### src/rtl/axis_bram_adapter_pkg.sv
// axis_bram_adapter_pkg: shared FSM encoding and counter sizing for the adapter scheduler
package axis_bram_adapter_pkg;
  typedef enum logic [2:0] {S_IDLE, S_LOAD, S_SETTLE, S_RUN, S_DRAIN, S_DONE} state_t;
  localparam int CNT_EXTRA = 6;
  localparam logic IDLE_RW = 1'b1;
  function automatic int cnt_w(input int addr_len);
    return addr_len + CNT_EXTRA;
  endfunction
endpackage

### src/rtl/axis_bram_adapter_v1_0_rr_arb.sv
// axis_bram_adapter_v1_0_rr_arb: round-robin arbiter, search starts one past the last grant
module axis_bram_adapter_v1_0_rr_arb #(
  parameter int N = 2,
  localparam int IW = N > 1 ? $clog2(N) : 1
) (
  input  logic          clk,
  input  logic          rst,
  input  logic [N-1:0]  req,
  input  logic          adv,
  output logic [N-1:0]  grant,
  output logic [IW-1:0] idx,
  output logic          any
);
  logic [IW-1:0] last;
  // walk from lowest to highest priority so the highest-priority request is assigned last
  always_comb begin
    idx = '0;
    for (int k = N - 1; k >= 0; k--)
      if (req[IW'((int'(last) + 1 + k) % N)]) idx = IW'((int'(last) + 1 + k) % N);
  end
  assign any = |req;
  assign grant = any ? N'(1) << idx : '0;
  always_ff @(posedge clk)
    if (rst) last <= IW'(N - 1);
    else if (adv && any) last <= idx;
endmodule

### src/rtl/axis_bram_adapter_v1_0_sched.sv
// axis_bram_adapter_v1_0_sched: shares one adapter controller between requesters, one transfer at a time
module axis_bram_adapter_v1_0_sched
  import axis_bram_adapter_pkg::*;
#(
  parameter int BRAM_ADDR_LENGTH   = 12,
  parameter int BRAM_WIDTH_IN_WORD = 36,
  parameter int NUM_REQ            = 2,
  parameter int DRAIN_CYCLES       = 2
) (
  input  logic                                 clk,
  input  logic                                 rst,
  input  logic [NUM_REQ-1:0]                   req_valid,
  input  logic [NUM_REQ-1:0]                   req_rw,
  input  logic [NUM_REQ*BRAM_ADDR_LENGTH-1:0]  req_start,
  input  logic [NUM_REQ*BRAM_ADDR_LENGTH-1:0]  req_bound,
  output logic [NUM_REQ-1:0]                   req_ready,
  output logic [NUM_REQ-1:0]                   req_done,
  output logic [NUM_REQ-1:0]                   req_err,
  output logic                                 busy,
  output logic                                 cntl_rw,
  output logic                                 cntl_addr_reload,
  output logic [BRAM_ADDR_LENGTH-1:0]          cntl_start_index,
  output logic [BRAM_ADDR_LENGTH-1:0]          cntl_bound_index,
  output logic                                 in_gate,
  output logic                                 out_gate,
  input  logic                                 s_in_valid,
  input  logic                                 s_in_accep,
  input  logic                                 s_out_valid,
  input  logic                                 s_out_accep,
  input  logic                                 s_out_tlast
);
  localparam int L  = BRAM_ADDR_LENGTH;
  localparam int CW = cnt_w(L);
  localparam int IW = NUM_REQ > 1 ? $clog2(NUM_REQ) : 1;
  localparam int DW = $clog2(DRAIN_CYCLES + 1);
  state_t state;
  logic [NUM_REQ-1:0] grant, gnt_oh;
  logic [IW-1:0] idx;
  logic any, grant_now, bad, sel_rw, beat, rd_last;
  logic [L-1:0] sel_start, sel_bound;
  logic [CW-1:0] cnt, target;
  logic [DW-1:0] dcnt;
  axis_bram_adapter_v1_0_rr_arb #(.N(NUM_REQ)) u_arb (
    .clk(clk), .rst(rst), .req(req_valid), .adv(grant_now),
    .grant(grant), .idx(idx), .any(any)
  );
  always_comb begin
    sel_start = '0;
    sel_bound = '0;
    sel_rw = 1'b0;
    for (int i = 0; i < NUM_REQ; i++)
      if (idx == IW'(i)) begin
        sel_start = req_start[i*L +: L];
        sel_bound = req_bound[i*L +: L];
        sel_rw = req_rw[i];
      end
  end
  assign bad = sel_bound < sel_start;
  assign grant_now = state == S_IDLE && any;
  assign req_ready = grant_now ? grant : '0;
  assign req_err = grant_now && bad ? grant : '0;
  assign beat = s_in_valid & s_in_accep & in_gate;
  assign rd_last = s_out_valid & s_out_accep & s_out_tlast & out_gate;
  always_ff @(posedge clk)
    if (rst) begin
      state <= S_IDLE;
      busy <= 1'b0;
      cntl_rw <= IDLE_RW;
      cntl_addr_reload <= 1'b0;
      cntl_start_index <= '0;
      cntl_bound_index <= '0;
      in_gate <= 1'b0;
      out_gate <= 1'b0;
      req_done <= '0;
      gnt_oh <= '0;
      cnt <= '0;
      target <= '0;
      dcnt <= '0;
    end else
      case (state)
        S_IDLE: if (any && !bad) begin
          state <= S_LOAD;
          gnt_oh <= grant;
          cntl_rw <= sel_rw;
          cntl_start_index <= sel_start;
          cntl_bound_index <= sel_bound;
          cntl_addr_reload <= 1'b1;
          busy <= 1'b1;
        end
        S_LOAD: begin
          // widened before subtracting so a full 2^L-row span cannot wrap
          target <= (CW'(cntl_bound_index) - CW'(cntl_start_index) + CW'(1)) * CW'(BRAM_WIDTH_IN_WORD);
          cntl_addr_reload <= 1'b0;
          cnt <= '0;
          state <= S_SETTLE;
        end
        S_SETTLE: begin
          in_gate <= cntl_rw;
          out_gate <= !cntl_rw;
          state <= S_RUN;
        end
        S_RUN:
          if (cntl_rw) begin
            if (beat) begin
              cnt <= cnt + CW'(1);
              if (cnt + CW'(1) == target) begin
                in_gate <= 1'b0;
                dcnt <= '0;
                state <= S_DRAIN;
              end
            end
          end else if (rd_last) begin
            out_gate <= 1'b0;
            req_done <= gnt_oh;
            state <= S_DONE;
          end
        S_DRAIN: begin
          dcnt <= dcnt + DW'(1);
          if (dcnt == DW'(DRAIN_CYCLES - 1)) begin
            req_done <= gnt_oh;
            state <= S_DONE;
          end
        end
        S_DONE: begin
          req_done <= '0;
          cntl_rw <= IDLE_RW;
          busy <= 1'b0;
          state <= S_IDLE;
        end
        default: state <= S_IDLE;
      endcase
endmodule

### config.mk
export PLATFORM = sky130hd
export DESIGN_NAME = axis_bram_adapter_v1_0_sched
export DESIGN_NICKNAME = d
export VERILOG_FILES = /design/src/rtl/axis_bram_adapter_pkg.sv /design/src/rtl/axis_bram_adapter_v1_0_rr_arb.sv /design/src/rtl/axis_bram_adapter_v1_0_sched.sv
export SDC_FILE = /design/constraint.sdc
export NUM_CORES = 1
export LEC_CHECK = 0
export ABC_AREA = 1
export CORE_MARGIN = 2
export CORE_UTILIZATION = 50
export CTS_CLUSTER_DIAMETER = 40
export CTS_CLUSTER_SIZE = 16
export DETAILED_ROUTE_END_ITERATION = 8
export DONT_BUFFER_PORTS = 1
export PLACE_DENSITY = 0.62
export SYNTH_ARGS = -nofsm -noshare
export SYNTH_HDL_FRONTEND = slang
export SYNTH_SLANG_ARGS = --single-unit
### constraint.sdc
create_clock -name clk -period 4.3 [get_ports clk]
set_clock_uncertainty 0.1 [all_clocks]
set_input_delay 0.86 -clock clk [delete_from_list [all_inputs] [get_ports clk]]
set_output_delay 0.86 -clock clk [all_outputs]
set_load 0.02 [all_outputs]
==> impl_results.md, run 1 <==
* Warnings from Yosys at 0
* Max Buffers Root-to-Sink at 2
* Largest family of logic cells by synthesized area: simple AND/OR/NAND/NOR gates
* Clock transition at path regs at 0.07 ns
* Total GRT Usage at 25.1%
* Syn_nets at 1041
* Hold/Removal Path Class: register to register
* Die Footprint at 12800 sq um
* Setup crit start kind: register
* DR pass1 iterations at 5
* Endpoints failing setup at 0
* First-pass GRT wire length at 26200 um
* Latest clock arrival within the worst-skew pair at 0.34 ns
* Via Count at 5915
* RSZ-0062 raised after global routing: false
* CTS tree: done
* Register area share after synthesis at 24.5%
* Adder-cell share of the synthesized area at 10.5%
* Critical path class: register to register
* XOR/XNOR Fraction of Synth Area at 3.25%
* Synth area leaders: dfxtp_1, nand2_1, ha_1
* Critical Path Sink Type: register
* Maximum level of the CTS H-tree at 3
* CP Data Arrival Time at 4.09 ns
* Global route overflow at 0
* Worst Tran Pin Value at 0.749 ns
* Synth Area in Simple Gates at 34.1%
* Die width at 113 um
* Req. time, crit path at 4.43 ns
* Max Freq at 0.253 GHz
* Commonest cells post-synth: nand2_1, inv_1, nor2_1
* Synthesized area per cell at 6.40 sq um
* Area grow syn2layout at 11.3%
* Post-synth EDFFs at 0
* CTS Sinks at 73
* Maximum net fanout on the critical path at 6
* Vias/cell at 5.43
* Initial drt markers at 384
* Fin. Hold Viols at 0
* ANT cells at 0
* Wire per inst at 14.5 um
* Number of remaining DRC errors at 0
* Vias in the first global route at 5391
* Hold buffer count at cts at 0
* Area share of the leading cell type in the synthesized netlist at 24.5%
* Yosys cell types at 46
* Yosys reg bits at 73
* Mapped Area at 5970 sq um
* Antenna-violating nets left at 0
* Share of cells above drive strength 1 at 10.1%
* Cell Rows at 39
* Mux share of post-synthesis cell area at 1.85%
* Largest net degree at the start of global routing at 47
* Most common cell in the netlist: nand2_1
* Clock Tree Root: clkbuf_16
* Slew Limit Headroom at 49.8%
* Final nets at 1050
* Initial Util at 51.8%
* Hpwl dp at 12500 um
* Max Cap Viol at 0
* Post-synthesis async set-or-reset flop share at 0%
* Die Height at 113 um
* Primary FF master, synth: dfxtp_1
* Fin. max-slew vios at 0
* Top Ports at 94
* WL final at 15900 um
* GP Congestion at 0.916
* TritonCTS buffer count at 9
* Core ar. at 11500 sq um
* Crit path time final at 3.96 ns
* Antenna violations before repair at 0
* Status: finished, final reports clean
* Setup TNS Final at 0 ns
* Post-synthesis compound-gate area fraction at 15.0%
* Fin crit share at 92.1%
* Mapped Cells at 933
* IO Port Bufs at 0
* Fillcell total at 1140
* Dominant cell type by area after synthesis: dfxtp_1
* WHS at 0.365 ns
-- cell families (layout without fill, tap and decap cells) --
kind of cell               count (synthesis)  count (layout)
adders and majority gates                 49              49
and+or+nand+nor                          469             469
DFF                                       73              73
muxes                                     11              11
AOI/OAI and AO/OA                        153             153
buffers and inverters                    160             174
xor gates and xnor gates                  18              18
-- placed cells by master (no fill, tap or decap), types with 5 or more instances in the layout --
master,instances
nand3_1,69
buf_4,21
a21oi_1,69
ha_1,43
nand2_1,232
a211oi_2,11
mux2i_1,11
nor2_1,105
inv_1,132
nand4_1,15
nand3_2,5
nor2_4,8
nor3_1,8
o21ai_0,45
nor2_2,7
nand2_2,9
clkbuf_16,9
xor2_1,10
dfxtp_1,73
o21ai_1,6
-- cell type report --
type                       count  area (sq um)  area share (%)
sequential                    73          1460            22.0
inverter                     137           514            7.75
clock buffer                  10           229            3.45
clock inverter                 6           115            1.73
tap                          143           179            2.70
multi-input combinational    700          3980            60.0
timing repair buffer          21           158            2.37
-- final timing paths --
| check | cells after the start | start | slack [ns] | end |
|---|---|---|---|---|
| worst min-delay path | 1 | dcnt[0] | 0.36 | dcnt[0] |
| worst max-delay path | 20 | cntl_start_index[3] | 0.34 | target[16] |
| worst max register to register | 20 | cntl_start_index[3] | 0.34 | target[16] |
| worst min register to register | 1 | dcnt[0] | 0.36 | dcnt[0] |
-- critical path, stage by stage (launching register included) --
cell      delay [ns]
dfxtp_1         0.34
inv_1           0.06
ha_1            0.38
a21oi_2         0.25
nand2_2         0.13
xnor2_1         0.44
xor2_1          0.20
ha_1            0.33
ha_1            0.16
inv_1           0.06
fa_1            0.43
o21ai_1         0.26
a21oi_2         0.10
nor2_1          0.09
nor2_1          0.04
o21bai_1        0.16
nand2_1         0.07
inv_1           0.05
o21ai_0         0.06
o211ai_1        0.08
inv_1           0.06
-- metrics by stage --
step	utilization, %	std cells	cell area [sq um]	setup slack (ns)
after floorplan	-	933	5970	0.290
final	57.6	1090	6640	0.342
after detailed placement	53.5	1072	6160	0.135
after global routing	57.6	1090	6640	0.00366
after global placement	53.5	1072	6160	0.260
after CTS	56.5	1088	6510	0.132
-- state kept, by name, indices dropped and copies added, names as in the netlist --
| signal | count |
|---|---|
| busy | 1 |
| cnt | 18 |
| cntl_addr_reload | 1 |
| cntl_bound_index | 12 |
| cntl_rw | 1 |
| cntl_start_index | 12 |
| dcnt | 2 |
| gnt_oh | 2 |
| in_gate | 1 |
| out_gate | 1 |
| req_done | 2 |
| state | 3 |
| target | 16 |
| u_arb.last | 1 |
-- per-layer routing --
metal,vias to the layer above,global-route usage (%),wire (um)
met3,16,4.02,789
met4,0,7.40,173
li1,3053,-,-
met5,-,0,0
met1,2685,35.5,7930
met2,161,39.6,6960
-- repair_timing --
| item | in CTS | in global routing |
|---|---|---|
| setup buffers | 0 | 2 |
| setup endpoints to repair | 0 | 4 |
| resized for setup | 0 | 22 |
Power of run 1 is left out: the tool's default activity adds up to more than one toggle a clock period on the data nets, which glitch-free logic cannot reach.
==> run 2, diff against run 1 <==
- CORE_MARGIN: 2 -> unset
- PLACE_DENSITY: 0.62 -> unset
==> impl_results.md, run 2 (synthesis gave the netlist of run 1 again) <==
* Status: finished, final reports clean
* Max Freq at 0.247 GHz (-2.1%)
* Area grow syn2layout at 11.4%
* Die Height at 111 um (-1.8%)
* Critical Path Sink Type: register
* Setup crit start kind: register
* CTS Sinks at 73 (unchanged)
* Global route overflow at 0 (unchanged)
* Register area at 1460 sq um (about the same)
* Wire per inst at 14.4 um (-0.84%)
* Initial Util at 51.8% (unchanged)
* WL final at 15700 um (-0.66%)
* Antenna-violating nets left at 0 (unchanged)
* ANT cells at 0 (unchanged)
* Max Cap Viol at 0 (unchanged)
* Worst Tran Pin Value at 0.810 ns (+0.0607 ns)
* Crit path time final at 4.04 ns (+0.0865 ns)
* Hold buffer count at cts at 0 (unchanged)
* Number of flip-flops in the largest register at 18 (unchanged)
* Share of cells above drive strength 1 at 10.7% (+0.61 points)
* Fin crit share at 94.1% (+2.0 points)
* Largest net degree at the start of global routing at 47 (unchanged)
* Max Buffers Root-to-Sink at 2 (unchanged)
* Core ar. at 11500 sq um (unchanged)
* CTS tree: done
* Commonest non-fill, non-tap cells in the layout: nand2_1, inv_1, nor2_1, dfxtp_1
* Slew Limit Headroom at 45.7% (-4.1 points)
* Antenna violations before repair at 0 (unchanged)
* Fin. max-slew vios at 0 (unchanged)
* Die width at 111 um (-1.8%)
* Leading registers by flop count: cnt (18), target (16)
* Area after DPL at 6160 sq um (unchanged)
* First-pass GRT wire length at 26100 um (-0.16%)
* Vias/cell at 5.36 (-1.2%)
* Initial drt markers at 361 (-6.0%)
* TritonCTS buffer count at 9 (unchanged)
* Critical path class: register to register
* Hpwl dp at 12400 um (-1.0%)
* Area of the multi-input gates at 3990 sq um (+0.22%)
* Register bank with the most flops: cnt
* Clock transition at path regs at 0.06 ns (about the same)
* # placed instances at 1072 (unchanged)
* Most common cell after layout, fill and taps aside: nand2_1
* Top Ports at 94 (unchanged)
* Maximum net fanout on the critical path at 4 (-2)
* Fin cells at 1092 (+0.18%)
* Clock Tree Root: clkbuf_16
* Total GRT Usage at 26.0% (+0.88 points)
* Maximum level of the CTS H-tree at 3 (unchanged)
* Req. time, crit path at 4.43 ns (about the same)
* DR pass1 iterations at 5 (unchanged)
* Fillcell total at 1153 (+1.1%)
* Hold/Removal Path Class: register to register
* CP Data Arrival Time at 4.17 ns (+0.08 ns)
* Post-layout util at 57.7% (+0.076 points)
* Latest clock arrival within the worst-skew pair at 0.34 ns (about the same)
* GP Congestion at 0.902 (-1.4%)
* Endpoints failing setup at 0 (unchanged)
* Fin. Hold Viols at 0 (unchanged)
* Cell Rows at 39 (unchanged)
* Vias in the first global route at 5508 (+2.2%)
* Final nets at 1052 (+0.19%)
* Die Footprint at 12400 sq um (-3.5%)
* Number of remaining DRC errors at 0 (unchanged)
* Fin area at 6650 sq um (+0.13%)
* IO Port Bufs at 0 (unchanged)
* Via Count at 5857 (-0.98%)
run 2: path summary, 6_finish.rpt:
| path | startpoint | to | slack (ns) | depth (start not counted) |
|---|---|---|---|---|
| worst max-delay path | cntl_bound_index[0] | target[15] | 0.26 | 23 |
| worst min-delay path | dcnt[1] | dcnt[1] | 0.38 | 2 |
| worst max register to register | cntl_bound_index[0] | target[15] | 0.26 | 23 |
| worst min register to register | dcnt[1] | dcnt[1] | 0.38 | 2 |
run 2: final cells by class:
type	instances	area share (%)
tap	143	2.69
sequential	73	22.0
clock inverter	7	1.54
multi-input combinational	700	60.0
timing repair buffer	23	2.60
inverter	137	7.74
clock buffer	9	3.39
run 2: repair_timing:
item | CTS | global route
buffers inserted | 0 | 4
endpoints found under the setup margin | 0 | 3
gates resized for setup | 0 | 22
hold endpoints to repair | 0 | 0
run 2: metrics by stage:
stage / worst slack (ns) / setup TNS, ns / hold WS, ns
global route: -0.0368 / -0.0530 / 0.388
global placement: 0.202 / 0 / 0.353
detailed placement: 0.0588 / 0 / 0.361
finish: 0.255 / 0 / 0.375
CTS: 0.0416 / 0 / 0.375
floorplan: 0.290 / 0 / 0.334
run 2: worst max-delay path: stages, from the launching register on:
cell and delay, ns:
dfxtp_2 0.33, inv_1 0.04, ha_1 0.20, fa_2 0.45, inv_1 0.07, ha_1 0.13
inv_1 0.05, nor2_2 0.13, nand3_2 0.11, nor2_4 0.13, nand3_4 0.10, nor2_4 0.15
nand2_1 0.10, xor2_2 0.17, ha_1 0.35, ha_4 0.30, nand2_1 0.06, o21ai_0 0.26
a21oi_1 0.10, or2_2 0.30, nand3_1 0.07, nand3_1 0.08, o211ai_1 0.08, inv_1 0.06
run 2: routing by layer:
layer	track usage (%)	wire length, um
met2	43.5	7270
met5	0	0
met4	9.01	340
met3	4.48	837
met1	33.6	7300
Power of run 2 is left out for the same reason.
==> run 3, diff against run 2 <==
- CELL_PAD_IN_SITES_DETAIL_PLACEMENT: unset -> 0
- CELL_PAD_IN_SITES_GLOBAL_PLACEMENT: unset -> 1
- CORE_UTILIZATION: 50 -> 45
- MAX_ROUTING_LAYER: unset -> met4
- PLACE_DENSITY_LB_ADDON: unset -> 0.1
==> impl_results.md, run 3 (synthesis gave the netlist of run 1 again) <==
* Maximum net fanout on the critical path at 4 (unchanged)
* Worst Tran Pin Value at 0.793 ns (-0.0167 ns)
* First-pass GRT wire length at 26000 um (-0.34%)
* Clock Tree Root: clkbuf_16
* Area grow syn2layout at 13.1%
* Clock transition at path regs at 0.06 ns (about the same)
* Setup TNS Final at 0 ns (unchanged)
* Hold/Removal Path Class: register to register
* Hold Crit Depth at 1 (-1)
* Req. time, crit path at 4.44 ns (about the same)
* Max Freq at 0.248 GHz (+0.32%)
* Vias/cell at 5.22 (-2.7%)
* Initial drt markers at 329 (-8.9%)
* Hold Crit Start: dcnt[0]
* Antenna-violating nets left at 0 (unchanged)
* Latest clock arrival within the worst-skew pair at 0.34 ns (about the same)
* WL final at 16100 um (+2.2%)
* Setup crit start kind: register
* Status: finished, final reports clean
* R2R cell count at 24 (+4.3%)
* Wire per inst at 14.3 um (-0.57%)
* Slowest stage delay, CP at 0.48 ns (+0.03 ns)
* Crit path time final at 4.03 ns (-0.0128 ns)
* Die Height at 117 um (+5.3%)
* TritonCTS buffer count at 9 (unchanged)
* Fin area at 6750 sq um (+1.5%)
* Fin crit share at 93.8% (-0.30 points)
* Maximum level of the CTS H-tree at 3 (unchanged)
* Post-layout util at 52.8% (-4.9 points)
* CTS tree: done
* Core ar. at 12800 sq um (+11%)
* Hpwl dp at 12600 um (+1.8%)
* Reg-to-reg slack, setup at 0.27 ns (about the same)
* Fin cells at 1122 (+2.7%)
* Fin. Hold Viols at 0 (unchanged)
* Total GRT Usage at 25.2% (-0.77 points)
* DR pass1 iterations at 7 (+2)
* Via Count at 5854 (-0.051%)
* Fin. max-slew vios at 0 (unchanged)
* GP Congestion at 0.948 (+5.1%)
* FF-to-FF End: target[17]
* Fillcell total at 1295 (+12%)
* Endpoints failing setup at 0 (unchanged)
* Commonest non-fill, non-tap cells in the layout: nand2_1, inv_1, nor2_1, dfxtp_1
* Final nets at 1053 (+0.095%)
* Most common cell after layout, fill and taps aside: nand2_1
* Hold EP: dcnt[0]
* Register bank with the most flops: cnt
* Total buffers and inverters traversed by the critical path at 6 (+2)
* Share of cells above drive strength 1 at 12.0% (+1.3 points)
* Largest net degree at the start of global routing at 47 (unchanged)
* Critical Path Sink Type: register
* Max Cap Viol at 0 (unchanged)
* Critical path class: register to register
* Antenna violations before repair at 0 (unchanged)
* CP top delay family: adder cells
* Vias in the first global route at 5419 (-1.6%)
* Global route overflow at 0 (unchanged)
* Critical R2R Launch: cntl_bound_index[0]
* Cell Rows at 41 (+5.1%)
* Slew Limit Headroom at 46.8% (+1.1 points)
* Slowest CP cell: fa_2
* CTS Sinks at 73 (unchanged)
* Leading registers by flop count: cnt (18), target (16)
* CP Data Arrival Time at 4.17 ns (about the same)
* Max Buffers Root-to-Sink at 2 (unchanged)
* ANT cells at 0 (unchanged)
* Number of flip-flops in the largest register at 18 (unchanged)
* Die Footprint at 13700 sq um (+11%)
* Initial Util at 46.7% (-5.1 points)
* # placed instances at 1102 (+2.8%)
* IO Port Bufs at 0 (unchanged)
* Die width at 117 um (+5.3%)
* Top Ports at 94 (unchanged)
* Hold buffer count at cts at 0 (unchanged)
* Number of remaining DRC errors at 0 (unchanged)
* Area after DPL at 6210 sq um (+0.71%)
* Crit-path most repeated cell: inv_1
* Crit path cell chain: inv_1, ha_1, fa_2, inv_1, ha_1, inv_1, nor2_2, nand3_2, nor2_4, nand3_4, nor2_4, nand4_1, and2_1, ha_1, ha_1, a21o_1, inv_1, o211ai_1, a31oi_1, inv_1, nand2_1, nand3_1, nand2_1, inv_1
run 3: metrics by stage:
stage               setup slack, ns  hold slack, ns
floorplan                     0.290           0.334
global placement              0.254           0.348
detailed placement            0.106           0.368
CTS                          0.0901           0.373
global route                -0.0762           0.395
finish                        0.268           0.367
run 3: worst reg2reg max path, stage by stage (launching register included):
cell,delay [ns]
dfxtp_1,0.33
inv_1,0.04
ha_1,0.20
fa_2,0.48
inv_1,0.07
ha_1,0.13
inv_1,0.05
nor2_2,0.13
nand3_2,0.13
nor2_4,0.14
nand3_4,0.10
nor2_4,0.15
nand4_1,0.16
and2_1,0.22
ha_1,0.29
ha_1,0.33
a21o_1,0.18
inv_1,0.08
o211ai_1,0.10
a31oi_1,0.21
inv_1,0.06
nand2_1,0.06
nand3_1,0.07
nand2_1,0.06
inv_1,0.03
run 3: per-layer routing:
metal | wire (um) | vias to the layer above | share of wire [%] | track usage, %
met3 | 676 | 11 | 4.2 | 3.81
met1 | 8100 | 2646 | 50 | 34.4
met5 | 0 | - | 0 | -
met4 | 187 | 0 | 1.2 | 7.26
li1 | - | 3053 | - | -
met2 | 7130 | 144 | 44 | 38.5
run 3: worst max-delay path by stage:
stage                   startpoint    endpoint  slack, ns  cells past startpoint
4_1_cts        cntl_bound_index[0]  target[15]       0.09                     23
6_report       cntl_bound_index[0]  target[17]       0.27                     24
5_1_grt        cntl_bound_index[0]  target[16]      -0.08                     28
3_3_place_gp   cntl_bound_index[0]  target[16]       0.25                     26
2_1_floorplan  cntl_bound_index[0]  target[15]       0.29                     23
3_5_place_dp   cntl_bound_index[0]  target[15]       0.11                     23
run 3: repair_timing:
| item | 4_1_cts | 5_1_grt |
|---|---|---|
| endpoints found under the setup margin | 0 | 3 |
| buffers inserted | 0 | 4 |
| gates resized for setup | 0 | 38 |
run 3: area by class of cell:
class	instances	area, sq um	area share (%)
multi-input cells	700	4070	60.3
flip-flops and latches	73	1460	21.7
inverters	137	514	7.62
clock buffers	10	239	3.54
well taps	172	215	3.19
repair buffers	24	180	2.67
clock inverters	6	66.3	0.983
Power of run 3 is left out for the same reason.
